## src/rtl/uart_tx_buffered.sv

```systemverilog
// UART 8N1 transmitter fed from a small circular byte FIFO.
// Frames are sent back-to-back while bytes remain queued; tx comes straight from a flop.
module uart_tx_buffered #(
    parameter int CLKS_PER_BIT = 10417,
    parameter int FIFO_AW      = 4
) (
    input  logic       clk,
    input  logic       reset,
    input  logic [7:0] data_in,
    input  logic       wr_en,
    output logic       tx,
    output logic       busy,
    output logic       full,
    output logic       empty,
    output logic       overflow
);
    localparam int DEPTH = 2 ** FIFO_AW;
    localparam int BW    = (CLKS_PER_BIT > 2) ? $clog2(CLKS_PER_BIT) : 1;
    localparam logic [FIFO_AW:0] DEPTH_C  = (FIFO_AW + 1)'(DEPTH);
    localparam logic [BW-1:0]    BAUD_END = BW'(CLKS_PER_BIT - 1);

    typedef enum logic [1:0] {S_IDLE, S_START, S_DATA, S_STOP} state_t;

    logic [7:0]         r_mem [DEPTH];
    logic [FIFO_AW-1:0] r_wptr;
    logic [FIFO_AW-1:0] r_rptr;
    logic [FIFO_AW:0]   r_count;
    logic               r_ovf;

    state_t             r_state;
    logic [BW-1:0]      r_baud;
    logic [2:0]         r_bit;
    logic [7:0]         r_shift;
    logic               r_tx;
    logic               r_busy;

    logic               w_push;
    logic               w_pop;
    logic               w_baud_end;

    assign full       = (r_count == DEPTH_C);
    assign empty      = (r_count == '0);
    assign overflow   = r_ovf;
    assign tx         = r_tx;
    assign busy       = r_busy;

    assign w_baud_end = (r_baud == BAUD_END);
    assign w_push     = wr_en && !full;
    // Pop from idle, or at the very end of a stop bit so the next start bit follows with no gap.
    assign w_pop      = !empty && ((r_state == S_IDLE) || (r_state == S_STOP && w_baud_end));

    always_ff @(posedge clk) begin
        if (w_push)
            r_mem[r_wptr] <= data_in;
    end

    always_ff @(posedge clk) begin
        if (reset) begin
            r_wptr  <= '0;
            r_rptr  <= '0;
            r_count <= '0;
            r_ovf   <= 1'b0;
        end else begin
            if (w_push)
                r_wptr <= r_wptr + 1'b1;
            if (w_pop)
                r_rptr <= r_rptr + 1'b1;
            // A write while full is dropped even if a pop frees a slot on the same edge.
            if (wr_en && full)
                r_ovf <= 1'b1;
            case ({w_push, w_pop})
                2'b10:   r_count <= r_count + 1'b1;
                2'b01:   r_count <= r_count - 1'b1;
                default: r_count <= r_count;
            endcase
        end
    end

    always_ff @(posedge clk) begin
        if (reset) begin
            r_state <= S_IDLE;
            r_baud  <= '0;
            r_bit   <= '0;
            r_shift <= '0;
            r_tx    <= 1'b1;
            r_busy  <= 1'b0;
        end else begin
            case (r_state)
                S_IDLE: begin
                    if (w_pop) begin
                        r_shift <= r_mem[r_rptr];
                        r_tx    <= 1'b0;
                        r_busy  <= 1'b1;
                        r_baud  <= '0;
                        r_state <= S_START;
                    end
                end
                S_START: begin
                    if (w_baud_end) begin
                        r_baud  <= '0;
                        r_tx    <= r_shift[0];
                        r_bit   <= '0;
                        r_state <= S_DATA;
                    end else begin
                        r_baud <= r_baud + 1'b1;
                    end
                end
                S_DATA: begin
                    if (w_baud_end) begin
                        r_baud <= '0;
                        if (r_bit == 3'd7) begin
                            r_tx    <= 1'b1;
                            r_state <= S_STOP;
                        end else begin
                            r_shift <= {1'b0, r_shift[7:1]};
                            r_tx    <= r_shift[1];
                            r_bit   <= r_bit + 1'b1;
                        end
                    end else begin
                        r_baud <= r_baud + 1'b1;
                    end
                end
                S_STOP: begin
                    if (w_baud_end) begin
                        r_baud <= '0;
                        if (w_pop) begin
                            r_shift <= r_mem[r_rptr];
                            r_tx    <= 1'b0;
                            r_state <= S_START;
                        end else begin
                            r_busy  <= 1'b0;
                            r_state <= S_IDLE;
                        end
                    end else begin
                        r_baud <= r_baud + 1'b1;
                    end
                end
                default: r_state <= S_IDLE;
            endcase
        end
    end
endmodule

```

## config.mk

```make
export PLATFORM = sky130hd
export DESIGN_NAME = uart_tx_buffered
export DESIGN_NICKNAME = d
export VERILOG_FILES = /design/src/rtl/uart_tx_buffered.sv
export SDC_FILE = /design/constraint.sdc
export NUM_CORES = 1
export LEC_CHECK = 0
export BUFFER_PORTS_ARGS = -buffer_cell sky130_fd_sc_hd__clkbuf_2
export CORE_MARGIN = 1.5
export CORE_UTILIZATION = 60
export CTS_BUF_LIST = sky130_fd_sc_hd__clkbuf_4
export DETAILED_ROUTE_END_ITERATION = 7
export PLACE_DENSITY_LB_ADDON = 0.25
export SLEW_MARGIN = 20
export SYNTH_ARGS = -nofsm -noshare
export SYNTH_HDL_FRONTEND = slang
export SYNTH_SLANG_ARGS = --single-unit
```

## constraint.sdc

```tcl
create_clock -name clk -period 4.9 [get_ports clk]
set_input_delay 0.245 -clock clk [delete_from_list [all_inputs] [get_ports clk]]
set_output_delay 0.245 -clock clk [all_outputs]
set_load 0.005 [all_outputs]
```

* Word level (Yosys, flattened, before mapping)
Memories as Yosys holds them, arrays and structs flattened. A register that Yosys moved wholly into a read port is not among the register bits.
Index checks and enable logic that the tools add are counted.
** Storage, ports and cells
- Flip-flop bits (word level) :: 43
- Latch bits :: 0
- Bits in writable memories :: 128
- Memory bits (read-only) :: 0
- Logic and storage cells :: 85
- Memories kept :: 1
** Memories
- r_mem :: depth 16, bits a word 8, read ports 1, clocked after Yosys merged registers in 1, write ports 1, line 24 : logic [7:0] r_mem [DEPTH];
** Operators by class
- $add $sub $neg :: 6
- Multiply operators :: 0
- Divide/modulo/power cells :: 0
- Magnitude comparators :: 0
- Eq/ne operators :: 15
- Shifts and indexed selects :: 0
- Muxes and demuxes :: 34
- Bitwise gates (word level) :: 0
- Reduce and logical (&&, ||, !) cells :: 19
** Operators with widths (number)
- 2-to-1 mux 8 bit :: 4
- 2-to-1 mux 14 bit :: 2
- case mux 14 bit (2 select lines) :: 1
- case mux 8 bit (3 select lines) :: 1
- adder 14 x 1 -> 14 bit (second input constant) :: 1
- == test 14 bit (second input constant) :: 1
- != test 2 bit (second input constant) :: 7
- AND reduction 4 bit :: 3
- 2-to-1 mux 1 bit :: 11
- 2-to-1 mux 2 bit :: 5
- case mux 5 bit (2 select lines) :: 1
- 2-to-1 mux 3 bit :: 3
- adder 4 x 1 -> 4 bit (second input constant) :: 2
- 2-to-1 mux 4 bit :: 2
- case mux 2 bit (4 select lines) :: 1
- == test 2 bit (second input constant) :: 3
- case mux 3 bit (2 select lines) :: 1
- nonzero test 2 bit :: 3
- adder 5 x 1 -> 5 bit (second input constant) :: 1
- == test 5 bit (second input constant) :: 1
- zero test 5 bit :: 1
- AND reduction 5 bit :: 1
- subtractor 5 x 1 -> 5 bit (second input constant) :: 1
- == test 2 x 1 -> 1 bit (second input constant) :: 2
- other kinds (11) :: 15

* Logic depth before layout (Yosys ltp)
- Depth after elaboration :: 7
- Gate-level depth with buffers :: 16
- Gate-level depth less buffers :: 14

* Worst setup path after synthesis
OpenSTA, ideal clock, no wires.
- Kind :: reg-to-reg
- Start :: register r_baud[2]
- End :: register r_count[4]
- Library setup time :: 128 ps
- Arrival time :: 3135 ps
- Required time :: 4772 ps
- Path slack :: 1637 ps
- Cell stages (with the launch flop) :: 14
- Clock period less this slack :: 3263 ps
- Cell sequence :: dfxtp_1 > or4_4 > or4_4 > a21oi_4 > ha_1 > clkbuf_1 > xor2_1 > ha_1 > a211o_1 > nand2_1 > nand3b_1 > a31oi_1 > xnor2_1 > nor2_1
** On the way
- Longest elaborated chain between the ends :: 6
- Elaborated cells on any way between the ends :: 8
** RTL lines
- from (decl) :: line 31 : logic [BW-1:0] r_baud;
- from (signal assigned) :: line 105 : r_baud <= r_baud + 1'b1;
- from (signal assigned) :: line 120 : r_baud <= r_baud + 1'b1;
- from (signal assigned) :: line 135 : r_baud <= r_baud + 1'b1;
- == test 14 bit * :: line 47 : assign w_baud_end = (r_baud == BAUD_END);
- logical AND 1 bit * :: line 50 : assign w_pop = !empty && ((r_state == S_IDLE) || (r_state == S_STOP && w_baud_end));
- logical OR 1 bit * :: line 50
- logical AND 1 bit * :: line 50
- == test 2 x 1 -> 1 bit / == test 2 bit (equally long branches) :: line 71 : case ({w_push, w_pop})
- case mux 5 bit (2 select lines) / nonzero test 2 bit (equally long branches)
- to (signal assigned) :: line 72 : 2'b10: r_count <= r_count + 1'b1;
- to (signal assigned) :: line 73 : 2'b01: r_count <= r_count - 1'b1;
- to (signal assigned) :: line 74 : default: r_count <= r_count;
- to (decl) :: line 27 : logic [FIFO_AW:0] r_count;
Every way passes the cells marked *; elsewhere a longest branch is shown, timed or not.
A chain may end at the register's enable or synchronous reset.

* Worst setup path in the final report
Same ends and word-level chain as after synthesis.

==> summary.md <==
| Metric | Value |
|---|---|
| Via count | about 4400 |
| Num CTS Buffers | 17 |
| Leak | 2.68 nW |
| Met2 routed WL | 6740 µm |
| R2R setup slack | 1.43 ns |
| Main synth FF type | edfxtp_1 |
| Post-synth cell types | 58 |
| Clock Skew | approximately 0.015 ns |
| Max stage delay cell, worst path | or4_4 |
| CP top delay family | simple AND/OR/NAND/NOR gates |
| Clock Pin Slew Worst Setup and Hold Paths | about 0.14 ns |
| Largest net degree at the start of global routing | 42 |
| Final instance area | 7990 µm² |
| Std cell rows | 40 |
| Flops & latches, synth | 175 |
| Vias per Instance | 6.02 |
| DRT met1 WL | approximately 6300 µm |
| Max-cap violation count | 0 |
| Synth area leader | edfxtp_1 |
| Core area | ~12000 µm² |
| Part of the Yosys area used for sequential elements | between 60% and 70% |
| Crit end category | flop |
| # resized after CTS | 0 |
| Setup crit start kind | flop |
| Fin nets | 586 |
| Maximum fanout along the worst path | 10 |
| Post-synth top area share | 51.3% |
| Crit path buffers/inverters | 0 |
| Post-DP HPWL | about 9700 µm |
| Number of DRC markers in iteration 0 | 455 |
| Max-slew headroom | 35.4% |
| Ant. Diodes | 0 |
| Async SR Flop Fraction | 0% |
| Clock Path Buffers | 2 |
| Initial Utilization | 61.8% |
| Io pins | 16 |
| Number of synthesized flops with an enable pin | around 130 |
| Worst Max-Slew Pin Slew | 0.966 ns |
| Total gr overflow | 0 |
| Yosys warns | 0 |
| Crit Path Class | reg2reg |
| WL per Instance | 19.0 µm |
| Crit path required time | 5.32 ns |
| Setup Buffers After CTS | 0 |
| Post-route ant nets | 0 |
| Status | completed |
| Die height | 115 µm |
| Share of post-route cells with drive strength above 1 | 14.2% |
| Hold Path Class | in2reg |
| Crit-path max cell delay | between 0.5 and 0.6 ns |
| Leading post-synthesis cells by cell area | edfxtp_1 (51%), dfxtp_1 (13%), mux4_2 (5.4%), mux2i_1 (4.9%), ha_1 (3.0%) |
| Layout area overhead | 6.61% |
| Top Layer Used | met4 |
| Mapped Cells | 544 |
| RD Place Congestion | 0.802 |
| Final Hold Violating Endpoints | 0 |
| Routed wire length | 14000 µm |
| Critical path cell sequence | or4_4 > or4_4 > a21oi_4 > ha_1 > xor2_1 > ha_1 > nor2_1 > nor3b_1 > o21ai_0 > a31oi_1 > xnor2_1 > nor2_1 |
| Max VDD drop | between 200 and 300 µV |
| Die area | 13200 µm² |
| Port Buf Inserts | 15 |
| Clock period minus worst slack | 3.47 ns |
| Setup violators final | 0 |
| GRT Resource Usage Total | 23.0% |
| Cell Area, Placed | 7710 µm² |
| Power per Cell Area | 446 nW/µm² |
| Period utilization | about 70% |
| Clock Latency Late Sink | 0.56 ns |
| Antenna violations before repair | 0 |
| Global-route wire length before repair | 22400 µm |
| Max frequency | 0.288 GHz |
| CTS H-tree depth | 4 |
| Fin. max-slew vios | 0 |
| Drt pass-1 iters | 5 |
| Num Clock Sinks | 175 |
| CTS tree | built |
| Hold buffer count at cts | 1 |
| Metal3 WL | 747 µm |
| Syn Area/Cell | 13.8 µm² |
| Critical path arrival | 3.89 ns |
| RSZ-0062 raised after global routing | false |
| Mapped Area | 7490 µm² |
| Setup TNS | 0 ns |
| Die W | roughly 110 µm |
| Syn Nets | 573 |
| Clk root buf | clkbuf_4 |
| Residual DRC count | 0 |
| Vias in the first global route | between 4000 and 5000 |
metal layers:
metal  up-vias  global-route usage, %
met5         -                      0
met4         0                   7.33
met3        18                   6.43
met2       134                   36.2
met1      2189                   31.5
li1       2105                      -
area by class of cell:
cell class	count	area [µm²]
Clock buffer	18	135
Tap cell	168	210
Clock inverter	14	133
Multi-Input combinational cell	330	2550
Timing Repair Buffer	21	123
Fill cell	902	4130
Inverter	12	45.0
Sequential cell	175	4790
per-stage QoR:
step | cells | utilization [%] | total power [mW] | worst slack (ns) | hold slack, ns
after floorplan | 544 | - | 2.57 | 1.64 | 0.344
after global placement | 705 | 63.6 | 2.78 | 1.57 | 0.442
after detailed placement | 705 | 63.6 | 2.82 | 1.47 | 0.454
after CTS | 738 | 65.9 | 3.58 | 1.44 | 0.0410
after global routing | 738 | 65.9 | 3.75 | 1.21 | 0.0526
final | 738 | 65.9 | 3.56 | 1.43 | 0.0914
registers in the layout, summed over array words and instances, names as in the netlist, named ones only:
register	flops
r_mem	128
r_baud	14
r_shift	8
r_count	5
r_rptr	4
r_wptr	4
r_bit	3
r_state	2
busy	1
overflow	1
tx	1
synthesized netlist by cell type (all sizes together), types with 5 or more instances:
cell,n
a22oi,5
nor3,16
a221o,6
mux2i,37
nand2b,6
clkbuf,17
buf,10
o21ai,18
xor2,7
a221oi,13
dfxtp,47
nand2,31
ha,18
a21oi,26
inv,11
mux4,18
nor2,53
nand3,7
nand3b,6
edfxtp,128
cells in the final DEF, fill, tap and decap left out, drive strengths merged, types with 2 or more instances in the layout:
| cell type | n |
|---|---|
| a211oi | 3 |
| a21o | 2 |
| or4 | 4 |
| nand3 | 7 |
| xor2 | 7 |
| a221o | 6 |
| a221oi | 13 |
| clkinv | 7 |
| xnor2 | 4 |
| mux2i | 37 |
| a31oi | 2 |
| nand2 | 31 |
| and2 | 4 |
| o21a | 2 |
| o21ai | 18 |
| inv | 17 |
| nand3b | 6 |
| nand2b | 6 |
| a311oi | 2 |
| a22oi | 5 |
| o21bai | 3 |
| mux4 | 18 |
| or3 | 2 |
| buf | 5 |
| a211o | 3 |
| edfxtp | 128 |
| nor2b | 4 |
| nor3b | 4 |
| nand4 | 4 |
| and3 | 2 |
| a21oi | 26 |
| clkbuf | 33 |
| dfxtp | 47 |
| nor2 | 53 |
| nor3 | 16 |
| nand4b | 2 |
| ha | 18 |
| nor4 | 4 |
logic make-up (layout without fill, tap and decap cells):
kind of cell | Yosys count | after routing | synth area share (%)
AOI/OAI and AO/OA | 93 | 93 | 8.64
xor gates and xnor gates | 11 | 11 | 1.29
adders and majority gates | 18 | 18 | 3.01
buffers and inverters | 39 | 65 | 2.09
DFF | 175 | 175 | 63.9
muxes | 56 | 56 | 10.5
and+or+nand+nor | 152 | 152 | 10.6
where the power goes:
part	total, mW	switching (mW)	internal (mW)
Sequential	1.79	0.102	1.68
Combinational	1.01	0.573	0.436
Clock	0.768	0.500	0.269
worst paths after layout:
kind | endpoint | from | cells past startpoint
max | r_count[4]$_SDFFE_PP0P_ | r_baud[2]$_SDFFE_PP0P_ | 12
max reg2reg | r_count[4]$_SDFFE_PP0P_ | r_baud[2]$_SDFFE_PP0P_ | 12
min | r_mem[3][1]$_DFFE_PP_ | data_in[1] | 1
min reg2reg | tx$_SDFFE_PP1P_ | tx$_SDFFE_PP1P_ | 1
(Power assumes the default switching activity.)
